## src/rtl/timer_device_if.sv

```systemverilog
// System bus interface: single clock, one-wait-state request/ready handshake, level irq.
interface Bus;
  logic        clk;
  logic        reset;
  logic        valid;
  logic [31:0] address;
  logic [3:0]  wstrobe;
  logic [31:0] wdata;
  logic        ready;
  logic [31:0] rdata;
  logic        irq;

  modport s (
    input  clk, reset, valid, address, wstrobe, wdata,
    output ready, rdata, irq
  );

  modport m (
    input  clk, ready, rdata, irq,
    output reset, valid, address, wstrobe, wdata
  );
endinterface

```

## src/rtl/timer_device.sv

```systemverilog
// Memory-mapped down-counting timer with one-shot/periodic modes and level irq.
// Optional prescaler enabled by defining TIMER_PRESCALER_EN.
module timer_device #(
  parameter logic [31:0] RESET_RELOAD   = 32'd0,
  parameter int unsigned PRESCALE_WIDTH = 16
) (
  Bus.s bus
);

  typedef enum logic {
    BUS_IDLE,
    BUS_ACK
  } bus_state_t;

  bus_state_t  state;
  bus_state_t  state_next;

  logic        enable;
  logic        periodic;
  logic        irq_enable;
  logic [31:0] reload;
  logic [31:0] count;
  logic        expired;
  logic        irq;
  logic [31:0] rdata;

  logic        read_access;
  logic        write_commit;
  logic [2:0]  offset;
  logic        wr_ctrl;
  logic        wr_reload;
  logic        wr_count;
  logic        wr_status;
  logic        wr_prescale;
  logic        tick;
  logic        expire;
  logic [31:0] prescale_ext;
  logic [31:0] read_mux;
  logic        unused_addr;

  function automatic logic [31:0] write_into(input logic [31:0] cur,
                                             input logic [31:0] wd,
                                             input logic [3:0]  strb);
    logic [31:0] res;
    res = cur;
    for (int unsigned i = 0; i < 4; i++) begin
      if (strb[i]) res[8*i +: 8] = wd[8*i +: 8];
    end
    return res;
  endfunction

  function automatic logic clear_into(input logic        cur,
                                      input logic [31:0] wd,
                                      input logic [3:0]  strb);
    return cur & ~(strb[0] & wd[0]);
  endfunction

  assign offset      = bus.address[4:2];
  assign unused_addr = ^{bus.address[31:5], bus.address[1:0]};

  // Handshake FSM
  always_ff @(posedge bus.clk) begin
    if (bus.reset) state <= BUS_IDLE;
    else           state <= state_next;
  end

  always_comb begin
    state_next   = BUS_IDLE;
    read_access  = 1'b0;
    write_commit = 1'b0;
    unique case (state)
      BUS_IDLE: begin
        if (bus.valid) begin
          state_next  = BUS_ACK;
          read_access = 1'b1;
        end
      end
      BUS_ACK: begin
        state_next   = BUS_IDLE;
        write_commit = bus.valid && (bus.wstrobe != 4'b0000);
      end
      default: state_next = BUS_IDLE;
    endcase
  end

  assign bus.ready = (state == BUS_ACK);
  assign bus.rdata = rdata;
  assign bus.irq   = irq;

  assign wr_ctrl     = write_commit && (offset == 3'd0);
  assign wr_reload   = write_commit && (offset == 3'd1);
  assign wr_count    = write_commit && (offset == 3'd2);
  assign wr_status   = write_commit && (offset == 3'd3);
  assign wr_prescale = write_commit && (offset == 3'd4);

`ifdef TIMER_PRESCALER_EN
  logic [PRESCALE_WIDTH-1:0] prescale;
  logic [PRESCALE_WIDTH-1:0] pcnt;

  assign prescale_ext = 32'(prescale);
  assign tick         = enable && (pcnt == prescale);

  always_ff @(posedge bus.clk) begin
    if (bus.reset) begin
      prescale <= '0;
      pcnt     <= '0;
    end else begin
      if (!enable || tick) pcnt <= '0;
      else                 pcnt <= pcnt + PRESCALE_WIDTH'(1);
      if (wr_prescale)
        prescale <= PRESCALE_WIDTH'(write_into(prescale_ext, bus.wdata, bus.wstrobe));
    end
  end
`else
  localparam int unsigned unused_prescale_width = PRESCALE_WIDTH;
  logic unused_wr_prescale;

  assign unused_wr_prescale = wr_prescale;
  assign prescale_ext       = '0;
  assign tick               = enable;
`endif

  assign expire = tick && (count == 32'd0);

  always_comb begin
    read_mux = '0;
    unique case (offset)
      3'd0:    read_mux = {29'd0, irq_enable, periodic, enable};
      3'd1:    read_mux = reload;
      3'd2:    read_mux = count;
      3'd3:    read_mux = {31'd0, expired};
      3'd4:    read_mux = prescale_ext;
      default: read_mux = '0;
    endcase
  end

  // Bus writes are assigned after the tick update so they override it on the same edge.
  always_ff @(posedge bus.clk) begin
    if (bus.reset) begin
      enable     <= 1'b0;
      periodic   <= 1'b0;
      irq_enable <= 1'b0;
      reload     <= RESET_RELOAD;
      count      <= '0;
      expired    <= 1'b0;
      irq        <= 1'b0;
      rdata      <= '0;
    end else begin
      irq   <= expired && irq_enable;
      rdata <= read_access ? read_mux : '0;

      if (tick) begin
        if (count != 32'd0) count <= count - 32'd1;
        else if (periodic)  count <= reload;
        else                enable <= 1'b0;
      end

      if (wr_ctrl)
        {irq_enable, periodic, enable} <= 3'(write_into({29'd0, irq_enable, periodic, enable},
                                                        bus.wdata, bus.wstrobe));
      if (wr_reload) reload <= write_into(reload, bus.wdata, bus.wstrobe);
      if (wr_count)  count  <= write_into(count, bus.wdata, bus.wstrobe);

      if (expire)         expired <= 1'b1;
      else if (wr_status) expired <= clear_into(expired, bus.wdata, bus.wstrobe);
    end
  end

endmodule

```

## src/flat_wrapper.sv

```systemverilog
// flat-port wrapper written by rule: the top's interface ports become plain ports
module timer_device_flat 
#(
  parameter logic [31:0] RESET_RELOAD   = 32'd0,
  parameter int unsigned PRESCALE_WIDTH = 16
)
  (bus_clk, bus_reset, bus_valid, bus_address, bus_wstrobe, bus_wdata, bus_ready, bus_rdata, bus_irq);
  Bus bus_i ();
  input wire logic [$bits(bus_i.clk)-1:0] bus_clk;
  input wire logic [$bits(bus_i.reset)-1:0] bus_reset;
  input wire logic [$bits(bus_i.valid)-1:0] bus_valid;
  input wire logic [$bits(bus_i.address)-1:0] bus_address;
  input wire logic [$bits(bus_i.wstrobe)-1:0] bus_wstrobe;
  input wire logic [$bits(bus_i.wdata)-1:0] bus_wdata;
  output wire logic [$bits(bus_i.ready)-1:0] bus_ready;
  output wire logic [$bits(bus_i.rdata)-1:0] bus_rdata;
  output wire logic [$bits(bus_i.irq)-1:0] bus_irq;
  assign bus_i.clk = bus_clk;
  assign bus_i.reset = bus_reset;
  assign bus_i.valid = bus_valid;
  assign bus_i.address = bus_address;
  assign bus_i.wstrobe = bus_wstrobe;
  assign bus_i.wdata = bus_wdata;
  assign bus_ready = bus_i.ready;
  assign bus_rdata = bus_i.rdata;
  assign bus_irq = bus_i.irq;
  timer_device #(.RESET_RELOAD(RESET_RELOAD), .PRESCALE_WIDTH(PRESCALE_WIDTH)) u_core (.bus(bus_i));
endmodule
```

## config.mk

```make
export PLATFORM = sky130hd
export DESIGN_NAME = timer_device_flat
export DESIGN_NICKNAME = d
export VERILOG_FILES = /design/src/rtl/timer_device_if.sv /design/src/rtl/timer_device.sv /design/src/flat_wrapper.sv
export SDC_FILE = /design/constraint.sdc
export NUM_CORES = 1
export LEC_CHECK = 0
export CORE_MARGIN = 4
export CORE_UTILIZATION = 35
export CTS_CLUSTER_DIAMETER = 60
export DETAILED_ROUTE_END_ITERATION = 16
export PLACE_DENSITY_LB_ADDON = 0.2
export SLEW_MARGIN = 20
export SYNTH_ARGS = -nofsm -noshare
export SYNTH_HDL_FRONTEND = slang
export SYNTH_SLANG_ARGS = --single-unit
```

## constraint.sdc

```tcl
create_clock -name bus_clk -period 3 [get_ports bus_clk]
set_clock_uncertainty 0.15 [all_clocks]
set_input_delay 0.75 -clock bus_clk [delete_from_list [all_inputs] [get_ports bus_clk]]
set_output_delay 0.75 -clock bus_clk [all_outputs]
set_load 0.02 [all_outputs]
```

==> results.cfg <==
[synth]
ys_top_cells_by_count = dfxtp_1, nand2_1, nor2_1
netlist_top_cells_area = dfxtp_1, a21oi_1, nand2_1
postSynthAreaPerCell_um2 = 7.90
synthMostInstantiatedCell = dfxtp_1
netlist_area_um2 = 5060
async_flop_share_pct = 0
syn_nets = 714
yosysTopAreaCell = dfxtp_1
synthCells = 641
netlist.area_leader.share_pct = 40.3
ys_seq_elements = 102
synth_edf_count = 0
ys_types = 56
synth_top_flop_cell = dfxtp_1
synth-seq-area-share_pct = 40.3
yosysWarnings = 0

[timing]
drv_slew = 0
finalSetupViolCount = 0
fin_ws_ns = 0.182
period_share_pct = 93.9
worst_pin_slew_ns = 0.531
final-hold-violation-count = 0
max-slew-margin-rel_pct = 64.1
max_freq_mhz = 355
period_minus_slack_ns = 2.82

[layout]
fillers = 1348
nNetsFinal = 815
stdcell_area_um2 = 6660
diodes = 0
layout-drive-gt1-share_pct = 13.8
fin_cells = 926
syn2layout_area_growth_pct = 31.5

[critical_path]
required_ns = 3.11
crit_chain = clkdlybuf4s50_1 -> nor4_2 -> o31ai_1 -> buf_4 -> a31oi_2 -> or2_1 -> a21oi_1 -> a311oi_1
worstSetupStartpointType = input pin
critPathMaxFanout = 8
worstSetupEndpointType = flip-flop
slowest_stage = clkdlybuf4s50_1
cp.arrival_ns = 2.92
max_stage_delay_ns = 0.48
worst-setup-path-type = in -> reg
crit_buf_inv = 2
crit_family = compound AO/OA/AOI/OAI gates

[cts]
path_clk_slew_ns = 0.07
clk_path_buf_depth = 2
clk_latency_ns = 0.36
numClockSinks = 102
cts_tree = done
cts-resized-gates = 0
cts_htree_levels = 3
cts-root-buf = clkbuf_16
post_cts_buffers = 0
cts_buffers = 9
postCtsHoldBufs = 0

[die]
core_um2 = 14000
die_x_um = 128
initial_core_util_pct = 36.0
io_pins = 105
dieArea_um2 = 16400
rows = 43
die_y_um = 128

[place]
place_area_um2 = 6370
gp_congestion = 0.915
dp_hpwl_mm = 11.6
dp_cells = 911
dp_slack_ns = -0.333
io_buffer_count = 75

[detailed_routing]
routed_via_density = 5.65
drt_iter0_drc = 439
vias = 5228
ant_nets = 0
drc_errors = 0
wire_per_inst_um = 17.2
dr.pass1.iters = 5
routed_wl_mm = 15.9

[global_route]
grtUsageTotal_pct = 19.3
grt_max_degree = 39
antenna_found_initial = 0
overflow = 0
grt_pass1_wl_mm = 25.6
grt_pass1_vias = 4938

[hold_path]
hold_path_class = reg -> reg

[pwr]
power_density_nw_per_um2 = 435
peakVddDrop_mv = 0.286
p_leak_uw = 0.00231

[status]
status = complete, no violations

[run]
maxCapViolCount = 0
==> final timing paths <==
path                                  start                            end  slack (ns)  cells past startpoint
min          u_core.irq_enable$_SDFFE_PP0P_      u_core.bus.irq$_SDFF_PP0_        0.30                      2
min reg2reg  u_core.irq_enable$_SDFFE_PP0P_      u_core.bus.irq$_SDFF_PP0_        0.30                      2
max                          bus_wstrobe[1]  u_core.count[25]$_SDFFE_PP0P_        0.18                      8
max reg2reg    u_core.count[0]$_SDFFE_PP0P_   u_core.count[2]$_SDFFE_PP0P_        0.22                      9
==> area by class of cell <==
class / instances / area, um^2 / share of cell area [%]
Clock inverter: 4 / 48.8 / 0.733
Inverter: 7 / 26.3 / 0.395
Sequential cell: 102 / 2040 / 30.7
Clock buffer: 11 / 233 / 3.50
Tap cell: 180 / 225 / 3.38
Multi-Input combinational cell: 482 / 2820 / 42.4
Timing Repair Buffer: 140 / 1260 / 18.9
==> power breakdown <==
part	switching, uW	internal [uW]	total, uW
clock	505	641	1150
combinational	216	171	387
sequential	6.85	1360	1370
==> sequential cells by signal, summed over array words and instances, names as in the netlist <==
signal / flops
u_core.bus.rdata: 32
u_core.count: 32
u_core.reload: 32
u_core.bus.irq: 1
u_core.bus.ready: 1
u_core.enable: 1
u_core.expired: 1
u_core.irq_enable: 1
u_core.periodic: 1
==> metrics by stage <==
stage | TNS (ns) | hold slack, ns | total power [uW] | util (%)
after floorplan | 0 | 0.266 | 1610 | -
after global placement | -3.97 | 0.302 | 1780 | 45.3
after detailed placement | -6.46 | 0.302 | 1780 | 45.3
after CTS | 0 | 0.312 | 2920 | 47.3
after global routing | -0.00190 | 0.344 | 3020 | 47.4
final | 0 | 0.304 | 2900 | 47.4
==> placed cells by master (no fill, tap or decap), types with 9 or more instances in the layout <==
master / n
clkdlybuf4s50_1: 74
nand2b_1: 9
nand2_1: 87
o211ai_1: 16
clkbuf_16: 9
buf_4: 63
a21oi_1: 66
nor2_1: 77
a22oi_1: 29
nor3_1: 15
dfxtp_1: 102
nand3_1: 52
a311oi_1: 15
a211oi_1: 9
==> cells by family (layout without fill, tap and decap cells) <==
logic type	after synthesis	after routing	share of synthesized area, %
mux	3	3	0.841
flops	102	102	40.3
xor+xnor	13	13	2.25
fa+ha+maj	2	2	0.494
compound gates	175	175	23.4
simple gates	289	289	28.3
buf+inv	57	162	4.38
==> metal layers <==
metal / vias up / wire, um / GRT usage [%]
li1: 2534 / - / -
met1: 2512 / 7270 / 25.7
met2: 164 / 7510 / 31.3
met3: 18 / 841 / 3.17
met4: 0 / 275 / 6.99
met5: - / 0 / 0
==> worst register-to-register path, cell delays in order (launching register included) <==
cell,delay [ns]
dfxtp_1,0.31
inv_1,0.10
ha_1,0.21
or4b_1,0.53
or4_4,0.49
nor3_4,0.19
buf_4,0.18
nor2_1,0.07
o311a_1,0.34
nor3_2,0.14
No activity file was read; power rests on OpenSTA's default activity.
